===== src/rtl/rxn_round_engine_if.sv =====
// rxn_round_engine_if
//   Groups the player-facing signals of one reaction-round engine.
//   master : upstream key logic / display side (drives start, stop; reads results)
//   slave  : the engine itself
//   Signals:
//     start, stop   single-cycle pulses from the debounced keys
//     stim          stimulus LED, high while the player should react
//     busy          session running
//     rxn_bcd       last reaction time in BCD, digit 0 = ms ones
//     rxn_valid     one-cycle pulse when rxn_bcd updates
//     false_start   sticky, stop pressed during the pre-stimulus delay
//     timeout       sticky, counter saturated at all-9s
//     round_idx     current / last round number, 1-based
//     session_done  one-cycle pulse when the final round completes
//     state_dbg     engine FSM state, for observation only
//     best_bcd      best time of the session (only with RXN_BEST_TIME_EN)
//   Valid/ready note: this block has no back-pressure. Every output event
//   (rxn_valid, session_done) is a single-cycle pulse that the consumer must
//   sample in that cycle; start/stop are accepted only in the states that use
//   them and are silently dropped otherwise.
interface rxn_round_engine_if #(
    parameter int DIGITS = 4
);
    logic                start;
    logic                stop;
    logic                stim;
    logic                busy;
    logic [4*DIGITS-1:0] rxn_bcd;
    logic                rxn_valid;
    logic                false_start;
    logic                timeout;
    logic [3:0]          round_idx;
    logic                session_done;
    logic [2:0]          state_dbg;
`ifdef RXN_BEST_TIME_EN
    logic [4*DIGITS-1:0] best_bcd;

    modport master (
        output start, stop,
        input  stim, busy, rxn_bcd, rxn_valid, false_start, timeout,
        input  round_idx, session_done, state_dbg, best_bcd
    );
    modport slave (
        input  start, stop,
        output stim, busy, rxn_bcd, rxn_valid, false_start, timeout,
        output round_idx, session_done, state_dbg, best_bcd
    );
`else
    modport master (
        output start, stop,
        input  stim, busy, rxn_bcd, rxn_valid, false_start, timeout,
        input  round_idx, session_done, state_dbg
    );
    modport slave (
        input  start, stop,
        output stim, busy, rxn_bcd, rxn_valid, false_start, timeout,
        output round_idx, session_done, state_dbg
    );
`endif
endinterface


===== src/rtl/rxn_round_engine.sv =====
// rxn_round_engine
//   Runs a session of NUM_ROUNDS reaction rounds from a single start pulse.
//   Each round waits MIN_DELAY_MS plus a pseudo-random 0..2^RAND_BITS-1 ms,
//   raises stim, and counts the reaction time directly in BCD at 1 ms
//   resolution. Stop during the delay is a false start; reaching all-9s
//   before stop is a timeout. Either aborts the session.
//   Ports:
//     clk  system clock
//     rst  synchronous active-high reset
//     bus  rxn_round_engine_if.slave (start/stop in; stim, busy, results out)
//   Optional feature: define RXN_BEST_TIME_EN to build the best-time register
//   (bus.best_bcd) and its digit-wise BCD compare.
module rxn_round_engine #(
    parameter int TICKS_PER_MS = 50000,
    parameter int DIGITS       = 4,
    parameter int NUM_ROUNDS   = 3,
    parameter int MIN_DELAY_MS = 1000,
    parameter int RAND_BITS    = 11,
    parameter int GAP_MS       = 500
) (
    input logic              clk,
    input logic              rst,
    rxn_round_engine_if.slave bus
);

    localparam int PW      = (TICKS_PER_MS > 1) ? $clog2(TICKS_PER_MS) : 1;
    localparam int DLY_MAX = MIN_DELAY_MS + (1 << RAND_BITS) - 1;
    localparam int CNT_MAX = (DLY_MAX > GAP_MS) ? DLY_MAX : GAP_MS;
    localparam int DW      = (CNT_MAX > 1) ? $clog2(CNT_MAX + 1) : 1;
    localparam int BW      = 4 * DIGITS;

    localparam logic [BW-1:0] ALL9       = {DIGITS{4'h9}};
    localparam logic [PW-1:0] PRESC_LAST = PW'(TICKS_PER_MS - 1);
    localparam logic [3:0]    LAST_ROUND = 4'(NUM_ROUNDS);
    localparam logic [15:0]   LFSR_SEED  = 16'hACE1;

    typedef enum logic [2:0] {
        S_IDLE  = 3'd0,
        S_DELAY = 3'd1,
        S_ARMED = 3'd2,
        S_GAP   = 3'd3,
        S_FAULT = 3'd4
    } state_t;

    state_t          state_q, state_d;
    logic [PW-1:0]   presc_q, presc_d;
    logic [DW-1:0]   delay_q, delay_d;      // ms countdown, shared by DELAY and GAP
    logic [BW-1:0]   cnt_q, cnt_d;          // live BCD reaction counter
    logic [BW-1:0]   rxn_bcd_q, rxn_bcd_d;
    logic            rxn_valid_q, rxn_valid_d;
    logic            stim_q, stim_d;
    logic            busy_q, busy_d;
    logic            false_start_q, false_start_d;
    logic            timeout_q, timeout_d;
    logic [3:0]      round_q, round_d;
    logic            done_q, done_d;
    logic [15:0]     lfsr_q, lfsr_d;
`ifdef RXN_BEST_TIME_EN
    logic [BW-1:0]   best_q, best_d;
`endif

    logic            tick;
    logic            lfsr_fb;
    logic [DW-1:0]   rand_delay;
    logic [BW-1:0]   cnt_inc;
    logic [BW-1:0]   cap;

    // Decimal increment with ripple carry: a 9 wraps to 0 and passes the carry on.
    function automatic logic [BW-1:0] bcd_inc(input logic [BW-1:0] v);
        logic [BW-1:0] r;
        logic          c;
        r = v;
        c = 1'b1;
        for (int i = 0; i < DIGITS; i++) begin
            if (c) begin
                if (v[4*i +: 4] == 4'd9) begin
                    r[4*i +: 4] = 4'd0;
                end else begin
                    r[4*i +: 4] = v[4*i +: 4] + 4'd1;
                    c = 1'b0;
                end
            end
        end
        return r;
    endfunction

`ifdef RXN_BEST_TIME_EN
    // a < b, decided by the most significant digit that differs.
    function automatic logic bcd_less(input logic [BW-1:0] a, input logic [BW-1:0] b);
        logic lt;
        logic decided;
        lt      = 1'b0;
        decided = 1'b0;
        for (int i = DIGITS - 1; i >= 0; i--) begin
            if (!decided && (a[4*i +: 4] != b[4*i +: 4])) begin
                lt      = (a[4*i +: 4] < b[4*i +: 4]);
                decided = 1'b1;
            end
        end
        return lt;
    endfunction
`endif

    assign tick       = (state_q != S_IDLE) && (presc_q == PRESC_LAST);
    assign lfsr_fb    = lfsr_q[15] ^ lfsr_q[13] ^ lfsr_q[12] ^ lfsr_q[10];
    assign rand_delay = DW'(MIN_DELAY_MS) + DW'(lfsr_q[RAND_BITS-1:0]);
    assign cnt_inc    = bcd_inc(cnt_q);

    always_comb begin
        state_d       = state_q;
        delay_d       = delay_q;
        cnt_d         = cnt_q;
        rxn_bcd_d     = rxn_bcd_q;
        rxn_valid_d   = 1'b0;
        stim_d        = stim_q;
        busy_d        = busy_q;
        false_start_d = false_start_q;
        timeout_d     = timeout_q;
        round_d       = round_q;
        done_d        = 1'b0;
        lfsr_d        = {lfsr_q[14:0], lfsr_fb};
        cap           = tick ? cnt_inc : cnt_q;  // a stop on a tick cycle includes that tick
`ifdef RXN_BEST_TIME_EN
        best_d        = best_q;
`endif

        case (state_q)
            S_IDLE, S_FAULT: begin
                if (bus.start) begin
                    state_d       = S_DELAY;
                    round_d       = 4'd1;
                    false_start_d = 1'b0;
                    timeout_d     = 1'b0;
                    busy_d        = 1'b1;
                    delay_d       = rand_delay;
`ifdef RXN_BEST_TIME_EN
                    best_d        = ALL9;
`endif
                end
            end

            S_DELAY: begin
                if (bus.stop) begin
                    false_start_d = 1'b1;
                    busy_d        = 1'b0;
                    state_d       = S_FAULT;
                end else if (tick) begin
                    if (delay_q <= DW'(1)) begin
                        stim_d  = 1'b1;
                        cnt_d   = '0;
                        state_d = S_ARMED;
                    end else begin
                        delay_d = delay_q - DW'(1);
                    end
                end
            end

            S_ARMED: begin
                // Stop is checked first so it wins over a coincident saturating tick.
                if (bus.stop) begin
                    rxn_bcd_d   = cap;
                    rxn_valid_d = 1'b1;
                    stim_d      = 1'b0;
                    delay_d     = DW'(GAP_MS);
                    state_d     = S_GAP;
`ifdef RXN_BEST_TIME_EN
                    if (bcd_less(cap, best_q)) begin
                        best_d = cap;
                    end
`endif
                end else if (tick) begin
                    cnt_d = cnt_inc;
                    if (cnt_inc == ALL9) begin
                        timeout_d   = 1'b1;
                        rxn_bcd_d   = ALL9;
                        rxn_valid_d = 1'b1;
                        stim_d      = 1'b0;
                        busy_d      = 1'b0;
                        state_d     = S_FAULT;
                    end
                end
            end

            S_GAP: begin
                if (tick) begin
                    if (delay_q <= DW'(1)) begin
                        if (round_q == LAST_ROUND) begin
                            done_d  = 1'b1;
                            busy_d  = 1'b0;
                            state_d = S_IDLE;
                        end else begin
                            round_d = round_q + 4'd1;
                            delay_d = rand_delay;
                            state_d = S_DELAY;
                        end
                    end else begin
                        delay_d = delay_q - DW'(1);
                    end
                end
            end

            default: begin
                state_d = S_IDLE;
            end
        endcase

        // The ms prescaler restarts on every state entry so each phase gets full ms.
        presc_d = presc_q + PW'(1);
        if ((state_d != state_q) || (state_q == S_IDLE) || tick) begin
            presc_d = '0;
        end
    end

    always_ff @(posedge clk) begin
        if (rst) begin
            state_q       <= S_IDLE;
            presc_q       <= '0;
            delay_q       <= '0;
            cnt_q         <= '0;
            rxn_bcd_q     <= '0;
            rxn_valid_q   <= 1'b0;
            stim_q        <= 1'b0;
            busy_q        <= 1'b0;
            false_start_q <= 1'b0;
            timeout_q     <= 1'b0;
            round_q       <= 4'd0;
            done_q        <= 1'b0;
            lfsr_q        <= LFSR_SEED;
`ifdef RXN_BEST_TIME_EN
            best_q        <= ALL9;
`endif
        end else begin
            state_q       <= state_d;
            presc_q       <= presc_d;
            delay_q       <= delay_d;
            cnt_q         <= cnt_d;
            rxn_bcd_q     <= rxn_bcd_d;
            rxn_valid_q   <= rxn_valid_d;
            stim_q        <= stim_d;
            busy_q        <= busy_d;
            false_start_q <= false_start_d;
            timeout_q     <= timeout_d;
            round_q       <= round_d;
            done_q        <= done_d;
            lfsr_q        <= lfsr_d;
`ifdef RXN_BEST_TIME_EN
            best_q        <= best_d;
`endif
        end
    end

    assign bus.stim         = stim_q;
    assign bus.busy         = busy_q;
    assign bus.rxn_bcd      = rxn_bcd_q;
    assign bus.rxn_valid    = rxn_valid_q;
    assign bus.false_start  = false_start_q;
    assign bus.timeout      = timeout_q;
    assign bus.round_idx    = round_q;
    assign bus.session_done = done_q;
    assign bus.state_dbg    = state_q;
`ifdef RXN_BEST_TIME_EN
    assign bus.best_bcd     = best_q;
`endif

endmodule


===== src/flat_wrapper.sv =====
// flat-port wrapper written by rule: the top's interface ports become plain ports
module rxn_round_engine_flat 
#(
    parameter int TICKS_PER_MS = 50000,
    parameter int DIGITS       = 4,
    parameter int NUM_ROUNDS   = 3,
    parameter int MIN_DELAY_MS = 1000,
    parameter int RAND_BITS    = 11,
    parameter int GAP_MS       = 500
)
  (clk, rst, bus_start, bus_stop, bus_stim, bus_busy, bus_rxn_bcd, bus_rxn_valid, bus_false_start, bus_timeout, bus_round_idx, bus_session_done, bus_state_dbg);
  rxn_round_engine_if #(.DIGITS(DIGITS)) bus_i ();
  input logic clk;
  input logic rst;
  input wire logic [$bits(bus_i.start)-1:0] bus_start;
  input wire logic [$bits(bus_i.stop)-1:0] bus_stop;
  output wire logic [$bits(bus_i.stim)-1:0] bus_stim;
  output wire logic [$bits(bus_i.busy)-1:0] bus_busy;
  output wire logic [$bits(bus_i.rxn_bcd)-1:0] bus_rxn_bcd;
  output wire logic [$bits(bus_i.rxn_valid)-1:0] bus_rxn_valid;
  output wire logic [$bits(bus_i.false_start)-1:0] bus_false_start;
  output wire logic [$bits(bus_i.timeout)-1:0] bus_timeout;
  output wire logic [$bits(bus_i.round_idx)-1:0] bus_round_idx;
  output wire logic [$bits(bus_i.session_done)-1:0] bus_session_done;
  output wire logic [$bits(bus_i.state_dbg)-1:0] bus_state_dbg;
  assign bus_i.start = bus_start;
  assign bus_i.stop = bus_stop;
  assign bus_stim = bus_i.stim;
  assign bus_busy = bus_i.busy;
  assign bus_rxn_bcd = bus_i.rxn_bcd;
  assign bus_rxn_valid = bus_i.rxn_valid;
  assign bus_false_start = bus_i.false_start;
  assign bus_timeout = bus_i.timeout;
  assign bus_round_idx = bus_i.round_idx;
  assign bus_session_done = bus_i.session_done;
  assign bus_state_dbg = bus_i.state_dbg;
  rxn_round_engine #(.TICKS_PER_MS(TICKS_PER_MS), .DIGITS(DIGITS), .NUM_ROUNDS(NUM_ROUNDS), .MIN_DELAY_MS(MIN_DELAY_MS), .RAND_BITS(RAND_BITS), .GAP_MS(GAP_MS)) u_core (.clk(clk), .rst(rst), .bus(bus_i));
endmodule

===== config.mk =====
export PLATFORM = sky130hd
export DESIGN_NAME = rxn_round_engine_flat
export DESIGN_NICKNAME = d
export VERILOG_FILES = /design/src/rtl/rxn_round_engine_if.sv /design/src/rtl/rxn_round_engine.sv /design/src/flat_wrapper.sv
export SDC_FILE = /design/constraint.sdc
export NUM_CORES = 1
export LEC_CHECK = 0
export CAP_MARGIN = 10
export CORE_AREA = 4 4 97 99
export CTS_CLUSTER_DIAMETER = 30
export DETAILED_ROUTE_END_ITERATION = 8
export DIE_AREA = 0 0 101 103
export DONT_BUFFER_PORTS = 1
export HOLD_SLACK_MARGIN = 0.02
export PLACE_DENSITY = 0.79
export SLEW_MARGIN = 10
export SYNTH_ARGS = -nofsm -noshare
export SYNTH_HDL_FRONTEND = slang
export SYNTH_SLANG_ARGS = --single-unit

===== constraint.sdc =====
create_clock -name clk -period 4.7 [get_ports clk]
set_input_delay 0.94 -clock clk [delete_from_list [all_inputs] [get_ports clk]]
set_output_delay 0.94 -clock clk [all_outputs]
set_load 0.03 [all_outputs]

==> results_dict.tcl <==
set metrics [dict create \
    drive_above_1_share 0.0877 \
    remaining_drc_errors 0 \
    netlist_instances 544 \
    r2r_cells 6 \
    avgSynthCellArea_um2 8.45 \
    clkTransAtPathRegs_ns 0.09 \
    start_kind "flop" \
    clock_path_buffers 2 \
    yosys-top-cells-area "dfxtp_1 (39%), nor2_1 (5.6%), xnor2_1 (4.4%), a21oi_1 (3.9%), o21ai_0 (3.4%)" \
    whs_endpoint "u_core.lfsr_q[15]" \
    antenna_found_initial 0 \
    power_w 0.00190 \
    r2r_end "u_core.bus.rxn_bcd[4]" \
    port_buffers 0 \
    synth-seq-area-share 0.388 \
    period_minus_slack_ns 3.17 \
    final_nets 540 \
    wl_mm 10.5 \
    clkPwrFrac 0.234 \
    htreeDepth 3 \
    yosysTopAreaCellShare 0.388 \
    status "complete, no violations" \
    skew_ns 0.0127 \
    die_x_um 101 \
    power_switching_w 0.000695 \
    p_int_w 0.00121 \
    p_per_area_nw_per_um2 398 \
    ys_ff_latch 89 \
    reg2reg_slack_ns 1.53 \
    cp-end-kind "flop" \
    die_y_um 103 \
    first_pass_iters 6 \
    cts_resized 0 \
    p_leak_nw 1.67 \
    seq_power_share 0.499 \
    synth_nets 553 \
    hold_buffers 0 \
    dpl_worst_slack_ns 1.58 \
    clkLatencyLatePin_ns 0.35 \
    final-seq-area_um2 1780 \
    tightest_slew_ns 1.20 \
    cts_root_buf "clkbuf_8" \
    crit_type "flop to flop" \
    hold_start "u_core.lfsr_q[14]" \
    p_comb_frac 0.267 \
    ir_drop_v 0.000286 \
    grt_pass1_wl_mm 17.6 \
    finalHoldViolCount 0 \
    drtAntennaViolNets 0 \
    rows 34 \
    setup_viol_count_final 0 \
    hold_path_class "flop to flop" \
    diodes 0 \
    cts_tree "built" \
    min_path_cells 1 \
    num_io_pins 33 \
    synth_edf_count 0 \
    synthFlopType "dfxtp_1" \
    core_um2 8550 \
    drt-initial-drc-count 335 \
    yosysWarnings 0 \
    crit_required_ns 4.95 \
    tns_ns 0 \
    crit_fanout 25 \
    worst_slack_ns 1.53 \
    arrival_ns 3.42 \
    die-area_um2 10400 \
    via_count 3915 \
    postLayoutCoreUtil 0.558 \
    maxCapViolCount 0 \
    grt_pass1_vias 3672 \
    yosysMostFrequentCell "dfxtp_1" \
    wire_per_inst_um 16.4 \
    synth.distinct_cells 75 \
    start_util 0.537 \
    place_congestion 0.898 \
    slew_headroom 0.194 \
    ys_top_cells_by_count "dfxtp_1 (89), nor2_1 (68), a21oi_1 (36), nand2_1 (34), o21ai_0 (31)" \
    fin_crit_sh 0.675 \
    grt_max_degree 59 \
    multi_input_area_um2 2610 \
    cts_buffers 9 \
    area_delta_synth_final_pct 3.92 \
    viasPerCell 6.08 \
    fmax_mhz 315 \
    netSwitchingFraction 0.366 \
    netlist_area_um2 4590 \
    track_usage 0.209 \
    post-cts-setup-buffers 0 \
    report.final.slew_viol_count 0 \
    ys_async_sr_fraction 0 \
    dpl.hpwl_mm 7.43 \
    fill_cells 752 \
    grt_overflow 0 \
    yosys.area.top_type "dfxtp_1" \
    grt_setup_unrepaired "false" \
    timing.rr.start "u_core.bus.state_dbg[0]" \
    cts_num_sinks 89 \
]
==> metal layers <==
layer  GRT usage  share of wire  up-vias
met4      0.0838          0.017        0
li1            -              -     1932
met3      0.0602          0.066       20
met5           0              0        -
met2       0.342           0.48      131
met1       0.259           0.43     1832
==> cell type report <==
| cell class | instances | area share |
|---|---|---|
| multi-input combinational | 408 | 0.547 |
| sequential | 89 | 0.373 |
| clock buffer | 13 | 0.0291 |
| tap | 108 | 0.0283 |
| inverter | 22 | 0.0173 |
| clock inverter | 3 | 0.00367 |
| timing repair buffer | 1 | 0.00157 |
==> critical path, stage by stage, from the launching register on <==
cell	delay (ns)
dfxtp_1	0.98
or3_1	0.24
nand2b_1	0.20
nor3_1	1.01
nand2_1	0.23
xnor2_1	0.18
o221a_1	0.21
==> stage by stage <==
stage	hold WS [ns]	area, µm²	instances
after global routing	0.438	4770	644
after floorplan	0.389	4590	544
after global placement	0.396	4620	628
final	0.417	4770	644
after CTS	0.420	4770	644
after detailed placement	0.401	4620	628
==> state kept, by name (all words and copies together), names as in the netlist <==
| signal | cells |
|---|---|
| u_core.bus.stim | 1 |
| u_core.bus.state_dbg | 3 |
| u_core.bus.rxn_valid | 1 |
| u_core.delay_q | 12 |
| u_core.cnt_q | 16 |
| u_core.presc_q | 16 |
| u_core.bus.session_done | 1 |
| u_core.bus.timeout | 1 |
| u_core.lfsr_q | 16 |
| u_core.bus.rxn_bcd | 16 |
| u_core.bus.false_start | 1 |
| u_core.bus.round_idx | 4 |
| u_core.bus.busy | 1 |
==> worst max-delay path by stage <==
| stage | startpoint | to | slack (ns) | depth (start not counted) |
|---|---|---|---|---|
| after detailed placement | u_core.bus.state_dbg[0] | u_core.bus.rxn_bcd[4] | 1.58 | 6 |
| after CTS | u_core.bus.state_dbg[0] | u_core.bus.rxn_bcd[4] | 1.57 | 6 |
| after floorplan | bus_stop | u_core.presc_q[10] | 2.39 | 7 |
| after global routing | u_core.bus.state_dbg[0] | u_core.bus.rxn_bcd[4] | 1.29 | 6 |
| final | u_core.bus.state_dbg[0] | u_core.bus.rxn_bcd[4] | 1.53 | 6 |
| after global placement | u_core.bus.state_dbg[0] | u_core.bus.rxn_bcd[12] | 1.68 | 6 |
==> layout by cell type, fill, tap and decap left out, drive strengths merged, types with 2 or more instances in the layout <==
cell    count
dfxtp      89
nor2       69
a21oi      36
nand2      35
o21ai      33
xnor2      23
nor3       23
inv        22
nor2b      16
xor2       15
nand3      15
clkbuf     13
nand4      10
nor4        9
or2         8
a211oi      8
a22oi       7
or3         7
and3        7
mux2i       6
o32ai       6
nand2b      5
a31oi       5
ha          5
a221oi      5
o221a       5
and4        4
nand4b      3
a21boi      3
a22o        3
nor4b       3
a31o        3
and4bb      3
a21o        3
o22ai       2
o31ai       2
and2        2
o211ai      2
clkinv      2
==> cells by family (layout without fill, tap and decap cells) <==
group | after synthesis | in the layout | synth area share
flip-flops | 89 | 89 | 0.388
XOR/XNOR | 38 | 38 | 0.0724
multiplexers | 6 | 6 | 0.0131
AO/OA/AOI/OAI | 134 | 134 | 0.195
buffers and inverters | 47 | 39 | 0.0438
adder cells (fa/ha/maj) | 5 | 5 | 0.0136
AND/OR/NAND/NOR | 225 | 225 | 0.274
==> power groups by stage <==
stage                     Sequential [W]  Combinational [W]  Clock, W
after floorplan                 0.000932           0.000439         0
after global placement          0.000961           0.000483         0
after detailed placement        0.000965           0.000496         0
after CTS                       0.000948           0.000500  0.000454
after global routing            0.000960           0.000564  0.000486
final                           0.000948           0.000507  0.000445
Note: power is estimated with default switching activity, not from simulation.
